File: config.mk
export PLATFORM = sky130hd
export DESIGN_NAME = circle_raster_engine
export DESIGN_NICKNAME = d
export VERILOG_FILES = /design/src/rtl/circle_raster_engine.sv
export SDC_FILE = /design/constraint.sdc
export NUM_CORES = 1
export LEC_CHECK = 0
export CORE_UTILIZATION = 34
export DETAILED_ROUTE_END_ITERATION = 12
export DONT_BUFFER_PORTS = 1
export GPL_TIMING_DRIVEN = 0
export MAX_ROUTING_LAYER = met4
export RECOVER_POWER = 25
export SYNTH_ARGS = -nofsm -noshare
export SYNTH_HDL_FRONTEND = slang
export SYNTH_SLANG_ARGS = --single-unit
File: constraint.sdc
create_clock -name clk_in -period 14.4 [get_ports clk_in]
set_input_delay 1.44 -clock clk_in [delete_from_list [all_inputs] [get_ports clk_in]]
set_output_delay 1.44 -clock clk_in [all_outputs]
set_load 0.02 [all_outputs]
File: src/rtl/circle_raster_engine.sv
// circle_raster_engine: rasterises one circle command per handshake into
// framebuffer pixel writes, filled or outlined, clipped to the screen.
module circle_raster_engine #(
  parameter int FB_WIDTH  = 320,
  parameter int FB_HEIGHT = 180,
  parameter int HW        = 11,
  parameter int VW        = 10,
  parameter int RW        = 8,
  parameter int ADDR_W    = 17,
  parameter int COLOR_W   = 16
) (
  input  logic               clk_in,
  input  logic               rst_in,
  input  logic               data_valid_in,
  output logic               ready_out,
  input  logic [HW-1:0]      hcount_in,
  input  logic [VW-1:0]      vcount_in,
  input  logic [RW-1:0]      radius_in,
  input  logic [COLOR_W-1:0] color_in,
  input  logic               mode_in,
  output logic               data_valid_out,
  input  logic               ready_in,
  output logic [HW-1:0]      hcount_out,
  output logic [VW-1:0]      vcount_out,
  output logic [ADDR_W-1:0]  addr_out,
  output logic [COLOR_W-1:0] color_out,
  output logic               done_out
);

  localparam int CW = ((HW > VW) ? HW : VW) + 2;
  localparam int SW = 2 * (RW + 1);

  typedef enum logic [1:0] {IDLE = 2'd0, SCAN = 2'd1, DRAIN = 2'd2} state_t;

  state_t state_q, state_d;
  logic   done_q;
  logic   accept, issue, stall, pipe_empty, drain_done, last_cand;

  // Latched command and coordinate generator
  logic [RW:0]          cx_lo_q, cy_lo_q;
  logic [RW-1:0]        r_q;
  logic                 mode_q;
  logic [COLOR_W-1:0]   color_q;
  logic signed [CW-1:0] gx_q, gy_q, xmin_q, xmax_q, ymax_q;
  logic signed [CW-1:0] cx_ext, cy_ext, r_ext;

  // Pipeline stages
  logic                 s1_valid_q, s2_valid_q, out_valid_q;
  logic signed [CW-1:0] s1_x_q, s1_y_q;
  logic [SW-1:0]        s1_dx2_q, s1_dy2_q;
  logic [HW-1:0]        s2_x_q, out_x_q;
  logic [VW-1:0]        s2_y_q, out_y_q;
  logic [ADDR_W-1:0]    s2_addr_q, out_addr_q, addr_d;
  logic [COLOR_W-1:0]   out_color_q;

  logic [RW:0]   dx, dy, dx_mag, dy_mag;
  logic [SW-1:0] dx2, dy2, r_op, rm1_op, r2, rm1sq;
  logic [RW-1:0] rm1;
  logic [SW:0]   d2;
  logic          hit, on_screen;

  assign cx_ext = $signed({{(CW-HW){1'b0}}, hcount_in});
  assign cy_ext = $signed({{(CW-VW){1'b0}}, vcount_in});
  assign r_ext  = $signed({{(CW-RW){1'b0}}, radius_in});

  assign stall      = out_valid_q && !ready_in;
  assign accept     = data_valid_in && ready_out;
  assign pipe_empty = !s1_valid_q && !s2_valid_q && !out_valid_q;
  assign last_cand  = (gx_q == xmax_q) && (gy_q == ymax_q);

  // State register and registered completion pulse
  always_ff @(posedge clk_in) begin
    if (rst_in) begin
      state_q <= IDLE;
      done_q  <= 1'b0;
    end else begin
      state_q <= state_d;
      done_q  <= drain_done;
    end
  end

  // Next-state logic
  always_comb begin
    state_d = state_q;
    case (state_q)
      IDLE:    if (accept) state_d = SCAN;
      SCAN:    if (issue && last_cand) state_d = DRAIN;
      DRAIN:   if (pipe_empty) state_d = IDLE;
      default: state_d = IDLE;
    endcase
  end

  // FSM outputs: command ready, candidate issue, drain completion
  always_comb begin
    ready_out  = (state_q == IDLE);
    issue      = (state_q == SCAN) && !stall;
    drain_done = (state_q == DRAIN) && pipe_empty;
  end

  // Command latch and raster-order coordinate walk
  always_ff @(posedge clk_in) begin
    if (rst_in) begin
      cx_lo_q <= '0;
      cy_lo_q <= '0;
      r_q     <= '0;
      mode_q  <= 1'b0;
      color_q <= '0;
      gx_q    <= '0;
      gy_q    <= '0;
      xmin_q  <= '0;
      xmax_q  <= '0;
      ymax_q  <= '0;
    end else if (accept) begin
      cx_lo_q <= hcount_in[RW:0];
      cy_lo_q <= vcount_in[RW:0];
      r_q     <= radius_in;
      mode_q  <= mode_in;
      color_q <= color_in;
      gx_q    <= cx_ext - r_ext;
      gy_q    <= cy_ext - r_ext;
      xmin_q  <= cx_ext - r_ext;
      xmax_q  <= cx_ext + r_ext;
      ymax_q  <= cy_ext + r_ext;
    end else if (issue) begin
      if (gx_q == xmax_q) begin
        gx_q <= xmin_q;
        gy_q <= gy_q + $signed(CW'(1));
      end else begin
        gx_q <= gx_q + $signed(CW'(1));
      end
    end
  end

  // Stage 1 offsets and squares. |dx| <= r always fits RW+1 signed bits,
  // so the difference is taken modulo 2^(RW+1) on the low coordinate bits.
  always_comb begin
    dx     = gx_q[RW:0] - cx_lo_q;
    dy     = gy_q[RW:0] - cy_lo_q;
    dx_mag = dx[RW] ? -dx : dx;
    dy_mag = dy[RW] ? -dy : dy;
    dx2    = {{(RW+1){1'b0}}, dx_mag} * {{(RW+1){1'b0}}, dx_mag};
    dy2    = {{(RW+1){1'b0}}, dy_mag} * {{(RW+1){1'b0}}, dy_mag};
  end

  // Stage 2 coverage test, clipping and linear address
  always_comb begin
    r_op      = {{(RW+2){1'b0}}, r_q};
    rm1       = r_q - 1'b1;
    rm1_op    = {{(RW+2){1'b0}}, rm1};
    r2        = r_op * r_op;
    rm1sq     = rm1_op * rm1_op;
    d2        = {1'b0, s1_dx2_q} + {1'b0, s1_dy2_q};
    hit       = (d2 <= {1'b0, r2}) &&
                (!mode_q || (r_q == '0) || (d2 > {1'b0, rm1sq}));
    on_screen = !s1_x_q[CW-1] && !s1_y_q[CW-1] &&
                (s1_x_q < $signed(CW'(FB_WIDTH))) &&
                (s1_y_q < $signed(CW'(FB_HEIGHT)));
    addr_d    = ADDR_W'(s1_y_q[VW-1:0]) * ADDR_W'(FB_WIDTH) +
                ADDR_W'(s1_x_q[HW-1:0]);
  end

  // Lock-step pipeline advance; everything freezes while the output stalls
  always_ff @(posedge clk_in) begin
    if (rst_in) begin
      s1_valid_q  <= 1'b0;
      s1_x_q      <= '0;
      s1_y_q      <= '0;
      s1_dx2_q    <= '0;
      s1_dy2_q    <= '0;
      s2_valid_q  <= 1'b0;
      s2_x_q      <= '0;
      s2_y_q      <= '0;
      s2_addr_q   <= '0;
      out_valid_q <= 1'b0;
      out_x_q     <= '0;
      out_y_q     <= '0;
      out_addr_q  <= '0;
      out_color_q <= '0;
    end else if (!stall) begin
      s1_valid_q  <= issue;
      s1_x_q      <= gx_q;
      s1_y_q      <= gy_q;
      s1_dx2_q    <= dx2;
      s1_dy2_q    <= dy2;
      s2_valid_q  <= s1_valid_q && hit && on_screen;
      s2_x_q      <= s1_x_q[HW-1:0];
      s2_y_q      <= s1_y_q[VW-1:0];
      s2_addr_q   <= addr_d;
      out_valid_q <= s2_valid_q;
      if (s2_valid_q) begin
        out_x_q     <= s2_x_q;
        out_y_q     <= s2_y_q;
        out_addr_q  <= s2_addr_q;
        out_color_q <= color_q;
      end
    end
  end

  assign data_valid_out = out_valid_q;
  assign hcount_out     = out_x_q;
  assign vcount_out     = out_y_q;
  assign addr_out       = out_addr_q;
  assign color_out      = out_color_q;
  assign done_out       = done_q;

endmodule

==> impl_metrics.csv <==
group,metric,value,unit
floorplan,core,60700,sq um
yosys,synth-edff-count,0,
worst_setup_path,r2r_cells,25,
min_path,hold_start,"s2_y_q[6]",
global_routing,grt_pass1_vias,17460,
min_path,hold_class,"flip-flop to flip-flop",
global_routing,grt.busiest_layer,"met2",
yosys,synthArstFlopShare,0,
placed_design,port_buffers,0,
yosys,synth_seq_cells,249,
final_layout,seqCellArea,4985,sq um
placed_design,dp_hpwl,50350,microns
clock_tree,ctsHoldBuffers,0,
final_layout,final_cell_mix,"nand2_1, a21oi_1, inv_1, dfxtp_1, ha_1",
worst_setup_path,cp-end-kind,"flip-flop",
yosys,ys_top_cells_by_area,"dfxtp_1, ha_1, fa_1, nand2_1, a21oi_1",
yosys,syn_area_per_cell,7.975,sq um
yosys,synth_seq_area_share,0.2374,
worst_setup_path,r2r-start,"gx_q[0]",
final_layout,n_fill_cell,6331,
clock_tree,cts_made_buffers,29,
outcome,outcome,"finished clean",
global_routing,grt_max_degree,16,
timing,setup_tns,0,ns
timing,skew,0.02396,ns
timing,setup_viol,0,
drt,wl,62480,microns
timing,grt_setup_unrepaired,"no",
global_routing,antenna_found_initial,2,
final_layout,syn_to_final_growth,9.552,%
timing,hold_viol_final,0,
final_layout,multi_input_area,14600,sq um
clock_tree,cts_sinks,249,
yosys,synthDistinctLibCells,70,
floorplan,dieArea,62760,sq um
timing,slew_headroom,0.1200,
worst_setup_path,critPathLaunchType,"flip-flop",
floorplan,die_height,250.5,microns
worst_setup_path,r2r_end,"s1_dx2_q[16]",
global_routing,grt.met3_usage,0.03242,
clock_tree,clockBufferDepth,3,
yosys,yosysWarnings,0,
clock_tree,cts_resized,0,
yosys,synth_top_cell_by_area,"dfxtp_1",
timing,drv_slew,0,
global_routing,grt_util_all_layers,0.2045,
worst_setup_path,r2r_slack,6.58,ns
run,maxCapViolations,0,
yosys,syn_area,21000,sq um
floorplan,initial_core_util,0.3460,
timing,worst_pin_slew,1.283,ns
drt,drtPass1Iterations,5,
placed_design,globalplace.congestion,0.9126,
worst_setup_path,worst-path-max-fanout,10,
final_layout,nets,3098,
clock_tree,cts_tree,"yes",
global_routing,use_met1,0.2649,
floorplan,rows,90,
timing,fmax,127.9,MHz
yosys,syn_inst,2633,
global_routing,grt.overflow.total,0,
final_layout,drive_above_1_share,0.03634,
global_routing,grt_pass1_wl,98850,microns
worst_setup_path,required,14.91,ns
clock_tree,clkLatencyLatePin,0.58,ns
floorplan,pin_count,107,
yosys,ys.flop_type,"dfxtp_1",
clock_tree,path_clk_slew,0.06,ns
final_layout,layout_commonest_cell,"nand2_1",
drt,drt-vias-per-instance,5.144,
floorplan,die_w,250.5,microns
worst_setup_path,path_class,"flip-flop to flip-flop",
timing,final.period_utilization,0.5429,
drt,detail-route-antenna-nets,0,
clock_tree,htree_levels,1,
drt,drc,0,
drt,num_vias,17910,
yosys,synth.top_cell.area_share,0.2374,
worst_setup_path,arrival,8.33,ns
global_routing,use_met2,0.3302,
clock_tree,clock-root-buffer,"clkbuf_16",
drt,drt_first_iter_violations,1176,
min_path,holdPathStages,2,
min_path,whs_endpoint,"vcount_out[6]",
drt,wl_per_cell,17.95,microns
timing,finalCriticalPeriod,7.818,ns
clock_tree,cts_setup_buffers,0,
## cell families (layout without fill, tap and decap cells)
logic type / after synthesis / in the layout / synth area share
AO/OA/AOI/OAI: 549 / 549 / 0.1545
multiplexers: 10 / 10 / 0.005005
XOR/XNOR: 159 / 159 / 0.06924
other: 2 / 14 / 0.0003576
flip-flops: 249 / 249 / 0.2374
adder cells (fa/ha/maj): 374 / 374 / 0.2679
buffers and inverters: 380 / 434 / 0.06912
AND/OR/NAND/NOR: 910 / 910 / 0.1965
## worst max-delay path by stage
stage / endpoint / from / cells after the start
finish: s1_dx2_q[16] / gx_q[0] / 25
global route: s1_dx2_q[16] / gx_q[0] / 25
CTS: s1_dx2_q[16] / gx_q[0] / 25
detailed placement: s1_dx2_q[16] / gx_q[0] / 25
global placement: s1_dx2_q[16] / gx_q[0] / 25
floorplan: s1_dx2_q[16] / gx_q[0] / 26
## synthesized netlist by cell type, drive strengths merged (19+ instances only)
cell / number
nor3: 38
ha: 248
or2: 27
dfxtp: 249
a211oi: 27
xor2: 65
a21oi: 280
or3: 19
inv: 255
nand2: 412
nand3: 50
a21o: 24
nor4: 19
clkbuf: 101
buf: 24
nor2: 205
nand4: 19
xnor2: 92
o21ai: 101
fa: 126
nor2b: 33
nand2b: 24
## final cells by class
type,count,area share
multi-input combinational,2014,0.6347
inverter,255,0.04161
sequential,249,0.2167
tap,782,0.04253
antenna,2,0.0002176
clock buffer,39,0.03535
buffer,125,0.02148
clock inverter,15,0.007451
## stage by stage
stage	cells	worst slack (ns)	hold slack, ns	utilization	instance area, sq um
floorplan	2643	7.836	0.4318	-	21040
global placement	3425	6.740	0.4397	0.3627	22010
detailed placement	3425	6.614	0.4433	0.3627	22010
CTS	3479	6.592	0.4517	0.3789	23000
global route	3481	6.112	0.4634	0.3790	23000
finish	3481	6.582	0.4475	0.3790	23000
## state kept, by name (all words and copies together), names as in the netlist, 2 cells and up
signal	cells
color_out	16
s1_x_q	13
s1_y_q	13
xmax_q	12
cy_lo_q	9
gx_q	13
xmin_q	11
addr_out	11
s2_y_q	10
s2_x_q	11
cx_lo_q	9
gy_q	13
vcount_out	10
r_q	8
state_q	2
s1_dx2_q	17
ymax_q	11
hcount_out	11
s1_dy2_q	17
s2_addr_q	11
color_q	16
## worst max-delay path: stages (launching register included)
cell       delay (ns)
dfxtp_1          0.31
clkbuf_1         0.23
inv_1            0.11
ha_1             0.16
inv_1            0.06
fa_1             0.40
a21oi_1          0.21
o211ai_1         0.18
o41ai_2          0.41
xnor2_1          0.30
mux2i_1          1.09
nor2_1           0.20
fa_1             0.59
inv_1            0.05
fa_1             0.53
fa_1             0.45
fa_1             0.54
inv_1            0.04
ha_1             0.32
o21ai_0          0.12
a21boi_0         0.16
o21ai_0          0.22
a21boi_0         0.17
or2_2            0.35
a2111oi_0        0.41
a211o_1          0.15
## metal layers
metal,up-vias,share of wire
met2,397,0.46
li1,8898,-
met4,0,0.025
met5,-,0
met3,84,0.054
met1,8529,0.46
Power is not shown: default switching activity piles up to over one toggle a cycle in this logic, so the estimate is an artifact.
